## src/rtl/trng_pkg.sv

```systemverilog
// rtl/trng_pkg.sv - shared state encoding, default parameters and counter sizing for the TRNG controller
package trng_pkg;

  typedef enum logic [1:0] {IDLE, WARMUP, COLLECT, FAIL} state_t;

  localparam int TRIM_BITS_DEF     = 26;
  localparam int WORD_W_DEF        = 32;
  localparam int WARMUP_CYCLES_DEF = 1024;
  localparam int SAMPLE_DIV_DEF    = 16;
  localparam int RCT_LIMIT_DEF     = 32;

  // Width of a counter that must hold every value 0..n inclusive.
  function automatic int cnt_w(input int n);
    return (n < 2) ? 1 : $clog2(n + 1);
  endfunction

endpackage

```

## src/rtl/trng_health_rct.sv

```systemverilog
// rtl/trng_health_rct.sv - repetition-count health test on the raw entropy samples
// Raises a one-cycle alarm on the strobe that brings the identical-sample run up to RCT_LIMIT.
module trng_health_rct
  import trng_pkg::*;
#(
  parameter int RCT_LIMIT = RCT_LIMIT_DEF
) (
  input  logic clk,
  input  logic rst_n,
  input  logic clear,
  input  logic strobe,
  input  logic sample,
  output logic alarm
);

  localparam int RW = cnt_w(RCT_LIMIT);
  localparam logic [RW-1:0] LIM = RW'(RCT_LIMIT);
  localparam logic [RW-1:0] ONE = RW'(1);

  logic [RW-1:0] run;
  logic [RW-1:0] run_next;
  logic          last;

  // A run of zero means no sample seen since clear, so the next one starts a run of 1.
  always_comb begin
    run_next = ONE;
    if (run != '0 && sample == last) begin
      run_next = (run == LIM) ? LIM : run + ONE;
    end
    alarm = strobe && !clear && (run_next == LIM);
  end

  always_ff @(posedge clk) begin
    if (!rst_n || clear) begin
      run  <= '0;
      last <= 1'b0;
    end else if (strobe) begin
      run  <= run_next;
      last <= sample;
    end
  end

endmodule

```

## src/rtl/trng_ctrl.sv

```systemverilog
// rtl/trng_ctrl.sv - ring-oscillator TRNG sequencer, sampler, word packer and output handshake
// Optional von Neumann debiasing of the sampled stream when TRNG_VN_DEBIAS_EN is defined.
module trng_ctrl
  import trng_pkg::*;
#(
  parameter int TRIM_BITS     = TRIM_BITS_DEF,
  parameter int WORD_W        = WORD_W_DEF,
  parameter int WARMUP_CYCLES = WARMUP_CYCLES_DEF,
  parameter int SAMPLE_DIV    = SAMPLE_DIV_DEF,
  parameter int RCT_LIMIT     = RCT_LIMIT_DEF
) (
  input  logic                 clk_i,
  input  logic                 rst_ni,
  input  logic                 en_i,
  input  logic [TRIM_BITS-1:0] trim_fast_i,
  input  logic [TRIM_BITS-1:0] trim_slow_i,
  output logic                 ro_rst_o,
  output logic [TRIM_BITS-1:0] ro_trim_fast_o,
  output logic [TRIM_BITS-1:0] ro_trim_slow_o,
  input  logic                 ro_trng_i,
  output logic [WORD_W-1:0]    rnd_data_o,
  output logic                 rnd_valid_o,
  input  logic                 rnd_ready_i,
  output logic                 busy_o,
  output logic                 alarm_o
);

  localparam int WCW = cnt_w(WARMUP_CYCLES);
  localparam int DVW = cnt_w(SAMPLE_DIV);
  localparam int BCW = cnt_w(WORD_W);
  localparam logic [WCW-1:0] WARM_LAST = WCW'(WARMUP_CYCLES - 1);
  localparam logic [DVW-1:0] DIV_LAST  = DVW'(SAMPLE_DIV - 1);
  localparam logic [BCW-1:0] WORD_FULL = BCW'(WORD_W);

  state_t            state;
  logic              sync1, sync2;
  logic [WCW-1:0]    warm_cnt;
  logic [DVW-1:0]    div;
  logic [BCW-1:0]    bitcnt;
  logic [WORD_W-1:0] shreg;
  logic              strobe, rct_alarm, emit, emit_bit, load;

  always_ff @(posedge clk_i) begin
    if (!rst_ni) begin
      sync1 <= 1'b0;
      sync2 <= 1'b0;
    end else begin
      sync1 <= ro_trng_i;
      sync2 <= sync1;
    end
  end

  assign strobe = (state == COLLECT) && (div == DIV_LAST);
  assign load   = (bitcnt == WORD_FULL) && (!rnd_valid_o || rnd_ready_i);

  trng_health_rct #(.RCT_LIMIT(RCT_LIMIT)) u_rct (
    .clk    (clk_i),
    .rst_n  (rst_ni),
    .clear  (state != COLLECT),
    .strobe (strobe),
    .sample (sync2),
    .alarm  (rct_alarm)
  );

`ifdef TRNG_VN_DEBIAS_EN
  logic pair_half, first_bit;

  // Pairing restarts on every entry to COLLECT so words never straddle a restart.
  always_ff @(posedge clk_i) begin
    if (!rst_ni || state != COLLECT) begin
      pair_half <= 1'b0;
      first_bit <= 1'b0;
    end else if (strobe) begin
      pair_half <= !pair_half;
      first_bit <= sync2;
    end
  end

  assign emit     = strobe && pair_half && (first_bit != sync2);
  assign emit_bit = first_bit;
`else
  assign emit     = strobe;
  assign emit_bit = sync2;
`endif

  always_ff @(posedge clk_i) begin
    if (!rst_ni) begin
      state          <= IDLE;
      ro_rst_o       <= 1'b1;
      ro_trim_fast_o <= '0;
      ro_trim_slow_o <= '0;
      rnd_data_o     <= '0;
      rnd_valid_o    <= 1'b0;
      busy_o         <= 1'b0;
      alarm_o        <= 1'b0;
      warm_cnt       <= '0;
      div            <= '0;
      bitcnt         <= '0;
      shreg          <= '0;
    end else begin
      case (state)
        IDLE: begin
          ro_rst_o       <= 1'b1;
          ro_trim_fast_o <= trim_fast_i;
          ro_trim_slow_o <= trim_slow_i;
          rnd_valid_o    <= 1'b0;
          bitcnt         <= '0;
          shreg          <= '0;
          if (en_i) begin
            state    <= WARMUP;
            warm_cnt <= '0;
            ro_rst_o <= 1'b0;
            busy_o   <= 1'b1;
          end
        end
        WARMUP: begin
          if (!en_i) begin
            state    <= IDLE;
            ro_rst_o <= 1'b1;
            busy_o   <= 1'b0;
          end else if (warm_cnt == WARM_LAST) begin
            state  <= COLLECT;
            div    <= '0;
            bitcnt <= '0;
          end else begin
            warm_cnt <= warm_cnt + 1'b1;
          end
        end
        COLLECT: begin
          if (!en_i) begin
            state       <= IDLE;
            ro_rst_o    <= 1'b1;
            busy_o      <= 1'b0;
            rnd_valid_o <= 1'b0;
            bitcnt      <= '0;
            shreg       <= '0;
          end else if (rct_alarm) begin
            state       <= FAIL;
            ro_rst_o    <= 1'b1;
            rnd_valid_o <= 1'b0;
            alarm_o     <= 1'b1;
          end else begin
            div <= strobe ? '0 : div + 1'b1;
            // A completed word waits in shreg until the output register frees up.
            if (load) begin
              rnd_data_o  <= shreg;
              rnd_valid_o <= 1'b1;
              bitcnt      <= '0;
            end else if (rnd_valid_o && rnd_ready_i) begin
              rnd_valid_o <= 1'b0;
            end
            if (emit && bitcnt != WORD_FULL) begin
              shreg  <= {emit_bit, shreg[WORD_W-1:1]};
              bitcnt <= bitcnt + 1'b1;
            end
          end
        end
        FAIL: begin
          ro_rst_o    <= 1'b1;
          rnd_valid_o <= 1'b0;
          if (!en_i) begin
            state   <= IDLE;
            alarm_o <= 1'b0;
            busy_o  <= 1'b0;
          end
        end
        default: state <= IDLE;
      endcase
    end
  end

endmodule

```

## config.mk

```make
export PLATFORM = sky130hd
export DESIGN_NAME = trng_ctrl
export DESIGN_NICKNAME = d
export VERILOG_FILES = /design/src/rtl/trng_pkg.sv /design/src/rtl/trng_health_rct.sv /design/src/rtl/trng_ctrl.sv
export SDC_FILE = /design/constraint.sdc
export NUM_CORES = 1
export LEC_CHECK = 0
export CAP_MARGIN = 20
export CORE_ASPECT_RATIO = 0.5
export CORE_UTILIZATION = 30
export CTS_CLUSTER_SIZE = 12
export DETAILED_ROUTE_END_ITERATION = 6
export HOLD_SLACK_MARGIN = 0.05
export PLACE_DENSITY = 0.56
export SYNTH_ARGS = -nofsm -noshare
export SYNTH_HDL_FRONTEND = slang
export SYNTH_SLANG_ARGS = --single-unit
```

## constraint.sdc

```tcl
create_clock -name clk_i -period 3.2 [get_ports clk_i]
set_input_delay 0.48 -clock clk_i [delete_from_list [all_inputs] [get_ports clk_i]]
set_output_delay 0.48 -clock clk_i [all_outputs]
set_load 0.05 [all_outputs]
```

# Word-level counts from Yosys, hierarchy flattened
# Cells that the tools add are included.
dict set report word_totals {
  register_bits 153
  word_cells 125
  output_inout_bits 88
}
dict set report op_classes {
  reduce_logical 32
  muxes 45
  addsub 4
  n_eq_ne 27
  bitwise_logic 1
}
# cell n
set ops {}
lappend ops {{32-bit two-way mux} 3}
lappend ops {{32-bit case mux with 2 select lines} 1}
lappend ops {{6-bit two-way mux} 8}
lappend ops {{11-bit two-way mux} 3}
lappend ops {{5-bit two-way mux} 5}
lappend ops {{2-bit inequality test, second input constant} 11}
lappend ops {{11-bit case mux with 2 select lines} 1}
lappend ops {{6-bit equality test, second input constant} 3}
lappend ops {{6-bit case mux with 3 select lines} 1}
lappend ops {{4-bit AND reduction} 4}
lappend ops {{6-bit by 1-bit adder with 6-bit output, second input constant} 2}
lappend ops {{2-bit two-way mux} 6}
lappend ops {{11-bit by 1-bit adder with 11-bit output, second input constant} 1}
lappend ops {{11-bit by 10-bit equality test with 1-bit output, second input constant} 1}
lappend ops {{1-bit two-way mux} 11}
lappend ops {{5-bit case mux with 2 select lines} 1}
lappend ops {{5-bit AND reduction} 2}
lappend ops {{2-bit nonzero test} 5}
lappend ops {{3-bit inequality test, second input constant} 3}
lappend ops {{2-bit case mux with 4 select lines} 1}
lappend ops {{1-bit logical AND} 7}
lappend ops {{6-bit inequality test, second input constant} 1}
lappend ops {{1-bit case mux with 2 select lines} 3}
lappend ops {{2-bit AND reduction} 3}
lappend ops {{18 further kinds} 22}

# Logic depth before layout (Yosys ltp)
# Gate-level depths: netlist (run 1).
dict set report logic_depth {
  ltp_word 8
  mapped_depth 10
  depth_no_buf 8
}

# By module
# A second synthesis (run 1) with hierarchy kept.
dict set report hier_totals {
  hier_cells 639
  hier_area_um2 6137.1
}
# module area_each_um2 cells_each instances
set by_module_without_submodules {}
lappend by_module_without_submodules {trng_ctrl 5651.7 581 1}
lappend by_module_without_submodules {trng_health_rct 485.5 58 1}

# Worst setup path before layout (run 1)
# No wires, ideal clock.
dict set report synth_path {
  kind {register -> register}
  start {register u_rct.run[0]}
  end {register rnd_data_o[21]}
  arrival_ns 2.154
  path_stages_with_launch 10
  slack_ns 0.974
  path_cell_list {dfxtp_1 > inv_1 > ha_1 > or4b_4 > nand3_2 > a211oi_2 > and2_4 > nor4_4 > buf_6 > mux2i_1}
}
dict set report synth_between {
  elab_chain_len 7
  word_cells_on_any_way 10
  classes_between {add/sub: 1; eq/ne: 2; mux: 2; bitwise: 1; reduce/logical: 4}
}
# element line_no
set synth_lines {}
lappend synth_lines {{start: declaration} trng_health_rct.sv:20} ;# logic [RW-1:0] run;
lappend synth_lines {{start signal: assignment} trng_health_rct.sv:38} ;# run <= run_next;
lappend synth_lines {{6-bit by 1-bit adder with 6-bit output, or another cell as far along} trng_health_rct.sv:28} ;# run_next = (run == LIM) ? LIM : run + ONE;
lappend synth_lines {{6-bit two-way mux / 1-bit logical AND (equally long branches)} {trng_health_rct.sv:28, trng_health_rct.sv:27}}
lappend synth_lines {{6-bit two-way mux *} trng_health_rct.sv:27} ;# if (run != '0 && sample == last) begin
lappend synth_lines {{6-bit equality test *} trng_health_rct.sv:30} ;# alarm = strobe && !clear && (run_next == LIM);
lappend synth_lines {{1-bit logical AND *} trng_health_rct.sv:30}
lappend synth_lines {{1-bit inverter (no source line) *} --}
lappend synth_lines {{4-bit AND reduction (no source line) *} --}
lappend synth_lines {{end signal: assignment} trng_ctrl.sv:146} ;# rnd_data_o <= shreg;
lappend synth_lines {{end: declaration} trng_ctrl.sv:21} ;# output logic [WORD_W-1:0] rnd_data_o,
# Every way passes the cells marked *; elsewhere a longest branch is shown, timed or not.
# A chain may end at the register's enable or synchronous reset.

# Worst setup path after layout (run 1)
dict set report layout_path {
  start {register state[1]}
  end {register div[2]}
}
dict set report layout_between {
  elab_chain_len 6
  word_cells_on_any_way 17
  classes_between {eq/ne: 7; mux: 4; reduce/logical: 6}
}
# element line_no
set layout_lines {}
lappend layout_lines {{start: declaration} trng_ctrl.sv:35} ;# state_t state;
lappend layout_lines {{start signal: assignment} trng_ctrl.sv:88} ;# state <= IDLE;
lappend layout_lines {{start signal: assignment} trng_ctrl.sv:110} ;# state <= WARMUP;
lappend layout_lines {{start signal: assignment} trng_ctrl.sv:118} ;# state <= IDLE;
lappend layout_lines {{2-bit equality test / 2-bit inequality test (equally long branches)} {trng_ctrl.sv:53, trng_ctrl.sv:101, trng_ctrl.sv:59}}
lappend layout_lines {{1-bit logical AND / 1-bit logical NOT (equally long branches)} {trng_ctrl.sv:53, trng_health_rct.sv:30}}
lappend layout_lines {{5-bit two-way mux / 1-bit logical AND (equally long branches)} {trng_ctrl.sv:143, trng_health_rct.sv:30}}
lappend layout_lines {{5-bit two-way mux / 1-bit logical AND (equally long branches)} {trng_ctrl.sv:137, trng_health_rct.sv:30}}
lappend layout_lines {{5-bit two-way mux / 2-bit inequality test (equally long branches)} --}
lappend layout_lines {{5-bit case mux with 2 select lines / 5-bit AND reduction (equally long branches)} --}
lappend layout_lines {{end signal: assignment} trng_ctrl.sv:143} ;# div <= strobe ? '0 : div + 1'b1;
lappend layout_lines {{end: declaration} trng_ctrl.sv:38} ;# logic [DVW-1:0] div;
# Parallel ways exist; a longest one is shown, timed or not. The select of a mux whose other input is x is not followed.

==> out/results.ini, run 1 <==
[timing]
slew_violations=0
worst_slew_pin_slew_ns=0.633
max_slew_margin_pct=57.4
fmax_mhz=362
finalCritPeriodShare_pct=86.3
layout_min_cycle_time_ns=2.76
final-hold-violation-count=0
rsz0062_at_grt=no
setup_viol=0
fin_skew_ns=0.00798
tns_ns=0

[power_and_ir_drop]
internal-power_w=0.00359
ir_drop_v=0.000342
clkPwrFrac_pct=42.7
switching_share_pct=26.4
power_density_nw_per_um2=576
p_seq_share_pct=41.2
design_power_total_w=0.00488
leakagePower_nw=3.19
switching_power_w=0.00129
p_comb_share_pct=16.1

[die]
die_h_um=104
num_io_pins=145
start_util_pct=31.2
rows=36
fp.coreArea_um2=19900
die_x_um=205
die_area_um2=21300

[cells_and_area]
final_layout_size_suffix_gt1_share_pct=6.73
nFillCells=1927
n_antenna_cell=0
num-nets-final=861
syn2layout_area_growth_pct=36.8
seqCellArea_um2=3060
multi_input_area_um2=2910

[cts]
clock_sinks=153
clk_pin_slew_worst_paths_ns=0.06
htreeDepth=4
cts_resized=0
cts_buffers=17
hold_buffers=0
cts_tree=yes
cts.path.max_buffers=2
root_buffer=clkbuf_16
clkLatencyLatePin_ns=0.41
post_cts_buffers=0

[job]
maxCapViolations=0

[routing]
drt_iter0_drc=276
drt-total-wl_um=15000
num_vias=5093
drt-pass1-iter-count=4
routedWlPerCell_um=14.0
routed_via_density=4.77
ant_nets=0
drc_errors=0

[logic_synthesis]
synth_area_leader_cell=dfxtp_1
synth_area_um2=6200
avgSynthCellArea_um2=9.30
synth_area_leaders=dfxtp_1, mux2i_1, nand2_1
yosys_warnings=0
synth_edf_count=0
postSynth.asyncResetShare_pct=0
syn_inst=666
ys_ff_latch=153
yosys.area.top_type_share_pct=49.4
yosysSeqAreaShare_pct=49.4
dominantRegCellSynth=dfxtp_1
synth.net_count=733
synthDistinctLibCells=52

[global_route]
busiest_layer=met2
first_global_vias=4974
antenna_found_initial=0
grt_max_degree=64
grtUsageTotal_pct=14.6
overflow=0
use_met3_pct=5.35
use_met1_pct=18.5
grt.met2_usage_pct=22.5
grt_pass1_wl_um=25000

[worst_hold_path]
whs_path_depth=1
hp-start=sync1$_SDFF_PN0_
min_to=emit_bit$_SDFF_PN0_
hp-class=flip-flop to flip-flop

[setup_path]
crit_required_ns=3.51
r2r-end=div[2]$_SDFFE_PN0P_
r2r_cells=8
critical_path_class=flip-flop to flip-flop
cp-start-kind=flip-flop
path_max_fanout=11
cp.arrival_ns=3.07
r2r-start=state[1]$_SDFFE_PN0P_
end_kind=flip-flop
rrSetupSlack_ns=0.44

[placed_design]
place.gp.congestion=0.796
dp_hpwl_um=10000
port_buffers=144

[run_status]
outcome=finished clean

[stage by stage]
step | hold slack [ns] | worst slack (ns) | std cells | cell area [um2] | util, %
2_1_floorplan | 0.412 | 0.974 | 666 | 6200 | -
3_3_place_gp | 0.425 | 0.632 | 1041 | 7870 | 39.6
3_5_place_dp | 0.429 | 0.522 | 1041 | 7870 | 39.6
4_1_cts | 0.436 | 0.491 | 1068 | 8470 | 42.7
5_1_grt | 0.459 | 0.137 | 1068 | 8470 | 42.7
6_report | 0.434 | 0.437 | 1068 | 8470 | 42.7
[power groups by stage]
| stage | Clock, W | Combinational [W] | Sequential (W) |
|---|---|---|---|
| 3_3_place_gp | 0 | 0.000786 | 0.00205 |
| 6_report | 0.00209 | 0.000785 | 0.00201 |
| 2_1_floorplan | 0 | 0.000283 | 0.00228 |
| 3_5_place_dp | 0 | 0.000786 | 0.00205 |
| 5_1_grt | 0.00223 | 0.000836 | 0.00202 |
| 4_1_cts | 0.00215 | 0.000790 | 0.00201 |
[Yosys cell counts (all sizes together), types with 5 or more instances]
cell type	count
buf	12
nor2	84
dfxtp	153
o21ai	38
inv	12
clkbuf	34
xor2	10
mux2i	87
a21oi	15
and3	6
nand3	14
nand4b	5
and2	5
nand2	88
o22ai	14
nand4	29
ha	10
[layout make-up]
type | instances | area share [%]
Sequential cell | 153 | 36.1
Multi-Input combinational cell | 455 | 34.3
Timing Repair Buffer | 155 | 18.0
Clock buffer | 19 | 5.35
Tap cell | 266 | 3.93
Clock inverter | 8 | 1.76
Inverter | 12 | 0.532
[kinds of logic after synthesis]
group / after synthesis / share of synthesized area, %
and+or+nand+nor: 253 / 19.4
DFF: 153 / 49.4
AOI/OAI and AO/OA: 92 / 9.35
muxes: 87 / 14.1
buffers and inverters: 58 / 3.94
xor gates and xnor gates: 13 / 1.84
adders and majority gates: 10 / 2.02
[critical path, stage by stage, from the launching register on]
cell and delay [ns]:
dfxtp_1 0.36, inv_1 0.13, ha_1 0.41, inv_1 0.16, nor4_1 0.61, o21ai_0 0.22
a21oi_2 0.34, o21ai_0 0.16, a32o_1 0.27
[state kept, by name, summed over array words and instances, names as in the netlist, 2 cells and up]
name	count
bitcnt	6
div	5
rnd_data_o	32
ro_trim_fast_o	26
ro_trim_slow_o	26
shreg	32
state	2
u_rct.run	6
warm_cnt	11
[how the worst max path moves through the flow]
stage,startpoint,to,depth (start not counted)
finish,state[1]$_SDFFE_PN0P_,div[2]$_SDFFE_PN0P_,8
global route,state[1]$_SDFFE_PN0P_,div[2]$_SDFFE_PN0P_,8
CTS,state[1]$_SDFFE_PN0P_,div[2]$_SDFFE_PN0P_,8
detailed placement,state[1]$_SDFFE_PN0P_,div[2]$_SDFFE_PN0P_,8
global placement,state[1]$_SDFFE_PN0P_,div[2]$_SDFFE_PN0P_,8
floorplan,u_rct.run[0]$_SDFFE_PP0P_,rnd_data_o[21]$_SDFFE_PN0P_,9
[cell usage in the layout, fill, tap and decap left out, types with 5 or more instances in the layout]
master	n
inv_1	11
nand3_1	13
clkbuf_16	17
ha_1	9
a21oi_1	13
nor2_1	84
o22ai_1	14
dfxtp_1	153
and3_1	6
nand4b_1	5
nand4_1	29
o21ai_0	38
xor2_1	10
buf_4	12
mux2i_1	87
clkdlybuf4s50_1	143
nand2_1	88
[routing by layer]
metal | vias up | part of all wire [%]
li1 | 2581 | -
met1 | 2396 | 48
met2 | 98 | 45
met3 | 18 | 5.9
met4 | 0 | 1.2
met5 | - | 0
(Power assumes the default switching activity.)
==> run 2: changes to the inputs <==
- ABC_AREA: unset -> 1
- CORE_ASPECT_RATIO: 0.5 -> unset
- PLACE_DENSITY: 0.56 -> 0.55
==> out/results.ini, run 2 <==
[run_status]
outcome=finished clean

[logic_synthesis]
yosysSeqAreaShare_pct=46.2
dominantRegCellSynth=dfxtp_1
synth.net_count=972
synth_edf_count=0
avgSynthCellArea_um2=7.33
synth_commonest_cells=nor2_1, dfxtp_1, nand2_1, o21ai_0
syn_inst=905
yosys.area.top_type_share_pct=46.2
yosysMostFrequentCell=nor2_1
synthDistinctLibCells=37
synth_area_leaders=dfxtp_1, nor2_1, nand2_1
synth-compound-area-share_pct=12.1
synth_mux_area_share_pct=0
postSynth.asyncResetShare_pct=0
synth_xor_area_share_pct=1.32
synth_top_family_by_area=simple AND/OR/NAND/NOR gates
yosys.area_share.simple_pct=30.4
ys_ff_latch=153
yosys.area_share.adder_pct=1.89
synth_area_leader_cell=dfxtp_1
yosys_warnings=0
synth_area_um2=6640

[global_route]
overflow=0
antenna_found_initial=0
grtUsageTotal_pct=15.5
grt_max_degree=57
first_global_vias=5745
grt_pass1_wl_um=28200

[cts]
hold_buffers=0
cts_buffers=17
clk_pin_slew_worst_paths_ns=0.07
cts_tree=yes
clkLatencyLatePin_ns=0.41
cts.path.max_buffers=2
htreeDepth=4
post_cts_buffers=0
clock_sinks=153
cts_resized=0
root_buffer=clkbuf_16

[timing]
layout_min_cycle_time_ns=2.45
tns_ns=0
worst_slack_ns=0.746
finalCritPeriodShare_pct=76.7
fmax_mhz=408
holdWs_ns=0.411
final-hold-violation-count=0
setup_viol=0
worst_slew_pin_slew_ns=0.710
slew_violations=0
rsz0062_at_grt=no
max_slew_margin_pct=52.6
fin_skew_ns=0.00989

[cells_and_area]
reg_top3=rnd_data_o x32, shreg x32
syn2layout_area_growth_pct=33.1
final_cell_mix=nor2_1, dfxtp_1, clkdlybuf4s50_1, nand2_1, o21ai_0
num-nets-final=1096
final_common_cell=nor2_1
fin_area_um2=8840
n_antenna_cell=0
final_layout_size_suffix_gt1_share_pct=8.06
nFillCells=2252

[power_and_ir_drop]
ir_drop_v=0.000451
power_density_nw_per_um2=906
leakagePower_nw=3.47

[die]
die_x_um=151
start_util_pct=30.5
fp.coreArea_um2=21800
rows=54
die_h_um=151
num_io_pins=145
die_area_um2=22700

[placed_design]
place.gp.congestion=0.776
dp_slack_ns=0.662
port_buffers=144
dp_hpwl_um=11000
place_area_um2=8230

[routing]
num_vias=5931
drt-pass1-iter-count=4
routedWlPerCell_um=12.6
routed_via_density=4.49
drt-total-wl_um=16700
drc_errors=0
ant_nets=0
drt_iter0_drc=320

[setup_path]
slowest_stage=nand2_4
crit_required_ns=3.51
cp.arrival_ns=2.76
critPathMaxStageDelay_ns=0.42
crit_chain=inv_1, ha_1, nand3_2, nand2_2, clkinv_1, nand3_1, nor2_4, nand4_4, nand2_4, inv_4, nor2_2, nor2_1
critical_path_class=flip-flop to flip-flop
path_max_fanout=44
end_kind=flip-flop
cp-start-kind=flip-flop

[worst_hold_path]
hp-class=flip-flop to flip-flop

[job]
maxCapViolations=0

[run 2: changes by cell type in the layout (fill, tap and decap cells not counted), moves of 14 or more]
cell,previous run,this run
a21oi_1,13,65
inv_1,11,65
mux2i_1,87,0
nand2_1,88,129
nand3_1,13,48
nand4_1,29,15
nor2_1,84,211
nor2_2,0,21
o21ai_0,38,68
o21ai_1,0,21
o22ai_1,14,0
[run 2: where the power goes]
part	total [W]	switching (W)	internal [W]
Clock	0.00206	0.000829	0.00123
Sequential	0.00269	0.000296	0.00239
Combinational	0.00325	0.00225	0.00101
Total	0.00801	0.00337	0.00463
[run 2: path summary, 6_finish.rpt]
kind / startpoint / end / slack (ns) / depth (start not counted)
hold / removal: sync1$_SDFF_PN0_ / emit_bit$_SDFF_PN0_ / 0.41 / 2
hold reg to reg: sync1$_SDFF_PN0_ / emit_bit$_SDFF_PN0_ / 0.41 / 2
setup / recovery: u_rct.run[0]$_SDFFE_PP0P_ / shreg[15]$_SDFFE_PN0P_ / 0.75 / 12
setup reg to reg: u_rct.run[0]$_SDFFE_PP0P_ / shreg[15]$_SDFFE_PN0P_ / 0.75 / 12
[run 2: cell type report]
cell class / instances / area, um2 / share of cell area (%)
flip-flops and latches: 153 / 3060 / 34.7
multi-input cells: 631 / 3030 / 34.3
inverters: 71 / 269 / 3.04
well taps: 280 / 350 / 3.96
repair buffers: 155 / 1520 / 17.2
clock buffers: 18 / 429 / 4.86
clock inverters: 14 / 173 / 1.95
[run 2: per-layer routing]
metal | vias to the layer above | part of all wire (%) | global-route usage, %
met1 | 2649 | 48 | 19.8
li1 | 3153 | - | -
met2 | 125 | 44 | 24.2
met5 | - | 0 | 0
met3 | 4 | 7.3 | 5.94
met4 | 0 | 0.56 | 4.05
[run 2: stage by stage]
step	util [%]	power, W	std cells
after global routing	40.6	0.00853	1322
after global placement	37.8	0.00599	1290
after detailed placement	37.8	0.00600	1290
after floorplan	-	0.00515	905
after CTS	40.6	0.00810	1322
final	40.6	0.00801	1322
[run 2: kinds of logic (layout without fill, tap and decap cells)]
logic type | Yosys count | in the layout
XOR/XNOR | 10 | 10
flip-flops | 153 | 153
AND/OR/NAND/NOR | 453 | 453
AO/OA/AOI/OAI | 158 | 158
adder cells (fa/ha/maj) | 10 | 10
buffers and inverters | 121 | 258
[run 2: critical path, delay by kind of cell, from the launching register on]
kind,cells,cell delay (ns)
fa+ha+maj,1,0.23
buf+inv,3,0.44
flops,1,0.41
simple gates,8,1.22
==> run 3: changes to the inputs <==
- clock period: 3.2 -> 2.4 ns (I/O delays scaled with it)
==> out/results.ini, run 3 (synthesis gave the netlist of run 2 again) <==
[power_and_ir_drop]
power_density_nw_per_um2=1200
leakagePower_nw=3.53
ir_drop_v=0.000629

[cells_and_area]
reg_top3=rnd_data_o x32, shreg x32
fin_cells=1328
final_layout_size_suffix_gt1_share_pct=8.68
final_common_cell=nor2_1
syn2layout_area_growth_pct=34.3
n_antenna_cell=0
num-nets-final=1102
finish.utilization_pct=41.0
final_cell_mix=nor2_1, dfxtp_1, clkdlybuf4s50_1, nand2_1, o21ai_0

[timing]
worst_slew_pin_slew_ns=0.597
slew_violations=0
setup_viol=0
finalCritPeriodShare_pct=90.6
layout_min_cycle_time_ns=2.18
fmax_mhz=460
max_slew_margin_pct=60.2
fin_skew_ns=0.0106
rsz0062_at_grt=no
final-hold-violation-count=0
tns_ns=0

[cts]
clkLatencyLatePin_ns=0.43
hold_buffers=0
root_buffer=clkbuf_16
post_cts_buffers=0
cts.path.max_buffers=2
cts_tree=yes
clk_pin_slew_worst_paths_ns=0.06
htreeDepth=4
clock_sinks=153
cts_resized=0
cts_buffers=17

[routing]
routed_via_density=4.50
drt-total-wl_um=17000
ant_nets=0
routedWlPerCell_um=12.8
drt_iter0_drc=334
num_vias=5980
drt-pass1-iter-count=4
drc_errors=0

[setup_path]
critical_path_class=flip-flop to flip-flop
r2r-start=state[1]$_SDFFE_PN0P_
cp.arrival_ns=2.50
end_kind=flip-flop
rrSetupSlack_ns=0.22
crit_chain=ha_1, nand2_2, nor2_8, nand3_4, nor2_8, nand4_4, nand2_4, buf_12, nand2_1, nand2_1, nor2_1
slowest_stage=dfxtp_1
r2r_cells=11
path_buf_inv=1
path_delay_family=simple AND/OR/NAND/NOR gates
crit_required_ns=2.72
cp-start-kind=flip-flop
r2r-end=shreg[2]$_SDFFE_PN0P_
path_max_fanout=24
critPathMaxStageDelay_ns=0.43

[global_route]
antenna_found_initial=0
grtUsageTotal_pct=16.0
grt_max_degree=107
grt_pass1_wl_um=28700
first_global_vias=5699
overflow=0

[die]
fp.coreArea_um2=21800
die_x_um=151
die_area_um2=22700
start_util_pct=30.5
num_io_pins=145
die_h_um=151
rows=54

[placed_design]
dp_hpwl_um=11300
place.gp.congestion=0.842
dpl.cell_count=1296
port_buffers=144

[run_status]
outcome=finished clean

[worst_hold_path]
hp-class=input port to flip-flop
min_to=rnd_data_o[31]$_SDFFE_PN0P_
hp-start=rst_ni
whs_path_depth=3

[job]
maxCapViolations=0

run 3: worst max path at each step:
| stage | startpoint | to | slack [ns] | cells past startpoint |
|---|---|---|---|---|
| after floorplan | state[0]$_SDFFE_PN0P_ | shreg[15]$_SDFFE_PN0P_ | 0.50 | 13 |
| after global placement | state[1]$_SDFFE_PN0P_ | shreg[21]$_SDFFE_PN0P_ | 0.27 | 10 |
| after detailed placement | u_rct.run[0]$_SDFFE_PP0P_ | shreg[21]$_SDFFE_PN0P_ | 0.23 | 12 |
| after CTS | state[0]$_SDFFE_PN0P_ | shreg[21]$_SDFFE_PN0P_ | 0.22 | 11 |
| after global routing | state[1]$_SDFFE_PN0P_ | shreg[21]$_SDFFE_PN0P_ | 0.03 | 10 |
| final | state[1]$_SDFFE_PN0P_ | shreg[2]$_SDFFE_PN0P_ | 0.22 | 11 |
run 3: area by class of cell:
type / instances / area (um2)
timing repair buffer: 161 / 1610
fill: 2291 / 12800
sequential: 153 / 3060
clock buffer: 20 / 467
tap: 280 / 350
inverter: 71 / 269
multi-input combinational: 631 / 3030
clock inverter: 12 / 116
run 3: worst reg2reg max path, delay by kind of cell (launching register included):
family | cells | cell delay [ns]
adder cells (fa/ha/maj) | 1 | 0.23
buffers and inverters | 1 | 0.21
flip-flops | 1 | 0.43
AND/OR/NAND/NOR | 9 | 1.20
run 3: stage by stage:
step	total power [W]	setup slack, ns	area [um2]	hold WS [ns]
floorplan	0.00687	0.504	6640	0.390
global placement	0.00809	0.266	8330	0.414
detailed placement	0.00809	0.232	8330	0.409
CTS	0.0108	0.216	8910	0.398
global route	0.0114	0.0341	8910	0.418
finish	0.0107	0.225	8910	0.405
run 3: layer usage:
layer / GRT usage (%) / part of all wire (%) / vias to the layer above
li1: - / - / 3153
met1: 20.6 / 48 / 2670
met2: 24.2 / 43 / 136
met3: 5.79 / 7.5 / 21
met4: 6.00 / 1.6 / 0
met5: 0 / 0 / -
run 3: power by group:
part	leakage, nW	internal, W	switching, W
registers	1.25	0.00319	0.000405
logic	1.98	0.00142	0.00302
clock network	0.289	0.00152	0.00112
total	3.53	0.00613	0.00454
==> patch 1 (flow settings as in run 1) <==
Register the output `alarm_o` once more, with the module's reset; this adds one clock of latency there. The other outputs are not delayed to match.
--- a/src/rtl/trng_ctrl.sv
+++ b/src/rtl/trng_ctrl.sv
@@ -31,6 +31,8 @@
   localparam logic [WCW-1:0] WARM_LAST = WCW'(WARMUP_CYCLES - 1);
   localparam logic [DVW-1:0] DIV_LAST  = DVW'(SAMPLE_DIV - 1);
   localparam logic [BCW-1:0] WORD_FULL = BCW'(WORD_W);
+
+  logic alarm_s0;
 
   state_t            state;
   logic              sync1, sync2;
@@ -92,7 +94,7 @@
       rnd_data_o     <= '0;
       rnd_valid_o    <= 1'b0;
       busy_o         <= 1'b0;
-      alarm_o        <= 1'b0;
+      alarm_s0       <= 1'b0;
       warm_cnt       <= '0;
       div            <= '0;
       bitcnt         <= '0;
@@ -138,7 +140,7 @@
             state       <= FAIL;
             ro_rst_o    <= 1'b1;
             rnd_valid_o <= 1'b0;
-            alarm_o     <= 1'b1;
+            alarm_s0    <= 1'b1;
           end else begin
             div <= strobe ? '0 : div + 1'b1;
             // A completed word waits in shreg until the output register frees up.
@@ -160,7 +162,7 @@
           rnd_valid_o <= 1'b0;
           if (!en_i) begin
             state   <= IDLE;
-            alarm_o <= 1'b0;
+            alarm_s0 <= 1'b0;
             busy_o  <= 1'b0;
           end
         end
@@ -169,5 +171,13 @@
     end
   end
 
+  always_ff @(posedge clk_i) begin
+    if (!rst_ni) begin
+      alarm_o <= '0;
+    end else begin
+      alarm_o <= alarm_s0;
+    end
+  end
+
 endmodule
 
Function: same outputs for any inputs over 4 cycles, from zero or initial values and one cycle with rst_ni low; that may be too few to reach the edited logic, so the function may still have changed.
==> patch 1 against run 1 <==
Total power down 1.0%. Routed wire length down 0.27%. Area after synthesis grew 1.9%. Synthesized cell count grew 1.2%. Sequential cell count up 1. Combinational power shrank 8.5%. Core utilization is 0.59 points lower. Design area grew 2.3%. Setup slack gained 190 ps. Critical path type unchanged. Critical endpoint is now rnd_data_o[17]. Highest routed layer unchanged.
==> patch 1: results (changes against run 1) <==
global-route wire length before repair=24.85 mm (-0.58%); final setup skew=12.79 ps (+4.806 ps); share of layout cells above drive strength 1=0.07674 (+0.009404); cell family with most CP delay=simple AND/OR/NAND/NOR gates; Leak Pwr=3.475 nW (+8.8%); wire per inst=13.68 um (-2.6%); worst slew pin tran=690.1 ps (+57.25 ps); Power Internal=3.499 mW (-2.6%); outcome=finished, final reports clean; Final HPWL DP=9.988 mm (-0.38%); vias in the first global route=4,978 (+0.080%); Initial DRC Count=282 (+2.2%); DP Worst Slack=633.7 ps (+111.5 ps); sequential share of the synthesized area=0.4882 (-0.006135); largest net degree at the start of global routing=67 (+4.7%); Slowest-stage cell, CP=a21o_1; Hold/Removal Path Class=in -> reg; Final #Nets=875 (+1.6%); synth top area cells=dfxtp_1 49%, mux2i_1 14%, nand2_1 5.5%; GRT Util Overall=0.1418 (-0.004115); Max VDD drop=323.1 uV (-5.6%); Synth cell types=59 (+13%); detail-routed via count per cell=4.742 (-0.56%); critical path arrival=2890 ps (-180 ps); Clock Latency Late Sink=430 ps (+20 ps)
==> patch 1: cell types whose count changed in the layout (fill, tap and decap cells not counted), sizes merged, moves of 3 or more <==
cell | before | now
nand4 | 29 | 6
a211o | 0 | 22
o211ai | 4 | 10
a22oi | 0 | 3
xor2 | 10 | 6
o31ai | 3 | 0
inv | 12 | 23
nand2b | 1 | 5
nand2 | 88 | 94
and2 | 5 | 2
==> patch 1: area by class of cell <==
cell class / instances / area [sq um]
timing repair buffer: 157 / 1559
inverter: 15 / 56.30
tap: 273 / 341.6
multi-input combinational: 463 / 3010
sequential: 154 / 3083
fill: 2027 / 11940
clock inverter: 12 / 148.9
clock buffer: 20 / 466.7
==> patch 1: worst paths after layout <==
check	to	slack, ps	from	cells after the start
hold / removal	sync1	350	rst_ni	2
setup / recovery	rnd_data_o[17]	620	u_rct.run[0]	9
hold reg to reg	div[4]	450	div[4]	2
setup reg to reg	rnd_data_o[17]	620	u_rct.run[0]	9
==> patch 1: cell families (layout without fill, tap and decap cells) <==
family	Yosys count	count (layout)	share of synthesized area
AND/OR/NAND/NOR	237	237	0.1736
flip-flops	154	154	0.4882
AO/OA/AOI/OAI	116	116	0.1248
multiplexers	89	89	0.1413
buffers and inverters	57	204	0.03705
XOR/XNOR	11	11	0.01526
adder cells (fa/ha/maj)	10	10	0.01981
==> patch 1: worst register-to-register path: cells and delay by family (launching register included) <==
kind | cells | cell delay (ps)
flip-flops | 1 | 350
multiplexers | 1 | 140
AND/OR/NAND/NOR | 3 | 850
adder cells (fa/ha/maj) | 1 | 150
buffers and inverters | 2 | 410
AO/OA/AOI/OAI | 2 | 590
==> patch 1: stage by stage <==
stage | hold slack [ps] | instance area [sq um] | instances | utilization
global route | 347.9 | 8666 | 1094 | 0.4207
detailed placement | 436.1 | 8050 | 1062 | 0.3908
CTS | 320.6 | 8666 | 1094 | 0.4207
global placement | 431.3 | 8050 | 1062 | 0.3908
floorplan | 406.9 | 6315 | 674 | -
finish | 345.8 | 8666 | 1094 | 0.4207
==> patch 1: routing by layer <==
| metal | wire length [um] | GRT usage | vias up |
|---|---|---|---|
| li1 | - | - | 2616 |
| met1 | 7216 | 0.1811 | 2480 |
| met2 | 7064 | 0.2261 | 77 |
| met3 | 492 | 0.04148 | 15 |
| met4 | 189 | 0.05437 | 0 |
| met5 | 0 | 0 | - |
==> patch 1: power by group through the flow <==
stage	sequential, mW	clock (mW)	combinational, mW
finish	2.02	2.10	0.718
detailed placement	2.06	0	0.722
global placement	2.06	0	0.722
global route	2.02	2.25	0.763
CTS	2.02	2.17	0.725
floorplan	2.27	0	0.251
==> patch 2 (settings of run 1) <==
Made on the original files. Change the package constant `TRIM_BITS_DEF` from 26 to 18.
--- a/src/rtl/trng_pkg.sv
+++ b/src/rtl/trng_pkg.sv
@@ -3,7 +3,7 @@
 
   typedef enum logic [1:0] {IDLE, WARMUP, COLLECT, FAIL} state_t;
 
-  localparam int TRIM_BITS_DEF     = 26;
+  localparam int TRIM_BITS_DEF     = 18;
   localparam int WORD_W_DEF        = 32;
   localparam int WARMUP_CYCLES_DEF = 1024;
   localparam int SAMPLE_DIV_DEF    = 16;
Ports: changed (resized ro_trim_fast_o, ro_trim_slow_o, trim_fast_i and trim_slow_i); port bits go from 145 to 113. No check against the original RTL was run, so the function may have changed too.
==> patch 2 against run 1 <==
Design area shrank 10%. Area after synthesis shrank 8.1%. Hold slack lost 0.95 ps. Sequential cell count shrank 16. Setup slack gained 440 ps. Non-clock buffer count shrank 34. Cell count shrank 10%. Total power shrank 10%. Routed wire length shrank 12%. Critical endpoint is now shreg[27]. Largest power group unchanged. Highest routed layer unchanged.
==> patch 2: results (changes against run 1) <==
Max VDD drop=403.7 uV (+18%); Synth cell types=65 (+25%); synth top area cells=dfxtp_1 48%, mux2i_1 12%, nand2_1 6.1%; port bufs=112 (-22%); total setup buffers inserted after CTS=0 (unchanged); final hold slack=432.7 ps (-0.9450 ps); wire per inst=13.66 um (-2.7%); vias in the first global route=4,240 (-15%); Worst R2R End=shreg[27]; Mapped Nets=639 (-13%); fill cell count=1,820 (-5.6%); reg-to-reg setup timing slack=880 ps (+440 ps); critical path arrival=2610 ps (-460 ps); largest net degree at the start of global routing=103 (+61%); vias post-DR=4,434 (-13%); GRT Util Overall=0.1409 (-0.004956); Power Internal=3.224 mW (-10%); share of layout cells above drive strength 1=0.08405 (+0.01671); outcome=finished, final reports clean; Final #Nets=742 (-14%); gp weighted congestion=0.7575 (-4.9%); biggest regs=rnd_data_o (32), shreg (32); worst slew pin tran=673.4 ps (+40.54 ps); final setup skew=10.55 ps (+2.568 ps); global-route wire length before repair=21.83 mm (-13%); DP Worst Slack=716.6 ps (+194.4 ps); top post-synthesis cells by count=137 x dfxtp_1, 92 x nand2_1, 69 x mux2i_1, 45 x nor2b_1, 35 x o22ai_1; CP max FO=32 (+21); Leak Pwr=3.046 nW (-4.6%); sequential share of the synthesized area=0.4814 (-0.01290)
patch 2: cell count changes after synthesis, sizes merged, moves of 18 or more:
cell / run 1 / this run
nand4: 29 / 3
nor2b: 1 / 45
nor2: 84 / 19
o22ai: 14 / 37
o21ai: 38 / 16
mux2i: 87 / 69
patch 2: power by group through the flow:
stage / combinational (mW) / clock (mW) / sequential (mW)
2_1_floorplan: 0.248 / 0 / 1.99
3_3_place_gp: 0.601 / 0 / 1.82
3_5_place_dp: 0.603 / 0 / 1.82
4_1_cts: 0.605 / 2.07 / 1.79
5_1_grt: 0.638 / 2.14 / 1.79
6_report: 0.600 / 2.01 / 1.79
patch 2: layout make-up:
cell class / count / share of cell area
Sequential cell: 137 / 0.3595
Multi-Input combinational cell: 402 / 0.3554
Timing Repair Buffer: 121 / 0.1588
Clock buffer: 17 / 0.05577
Tap cell: 259 / 0.04248
Clock inverter: 13 / 0.02214
Inverter: 12 / 0.005905
patch 2: cells by family (layout without fill, tap and decap cells):
| group | after synthesis | count (layout) | synth area share |
|---|---|---|---|
| AND/OR/NAND/NOR | 209 | 209 | 0.1852 |
| flip-flops | 137 | 137 | 0.4814 |
| AO/OA/AOI/OAI | 105 | 105 | 0.1329 |
| multiplexers | 70 | 70 | 0.1232 |
| buffers and inverters | 49 | 163 | 0.04305 |
| adder cells (fa/ha/maj) | 10 | 10 | 0.02196 |
| XOR/XNOR | 8 | 8 | 0.01230 |
patch 2: routing by layer:
metal,global-route usage,wire length [um],up-vias
met4,0.05784,204,0
met5,0,0,-
met3,0.03493,261,15
met1,0.1838,6473,2084
li1,-,-,2295
met2,0.2237,6190,40
patch 2: critical path, cell delays in order (launching register included):
cell      delay [ps]
dfxtp_1          430
ha_1             250
nand4_1          150
nor2_2           320
o2111a_2         370
nand2_4          100
nand2_1           70
buf_4            330
o22ai_1          150
patch 2: through the flow:
stage | cell area (sq um) | total power, mW | cells | util
after floorplan | 5697 | 2.235 | 588 | -
after global placement | 7034 | 2.422 | 931 | 0.3806
after global routing | 7629 | 4.569 | 961 | 0.4128
after detailed placement | 7034 | 2.425 | 931 | 0.3806
after CTS | 7629 | 4.458 | 961 | 0.4128
final | 7629 | 4.395 | 961 | 0.4128
patch 2: how the worst max path moves through the flow:
stage                       from     endpoint  slack (ps)
finish                  state[1]    shreg[27]         880
global route            state[1]  warm_cnt[9]         600
CTS                     state[1]    shreg[27]         870
detailed placement          en_i    bitcnt[3]         720
global placement            en_i  warm_cnt[9]         850
floorplan           u_rct.run[0]     shreg[3]        1280
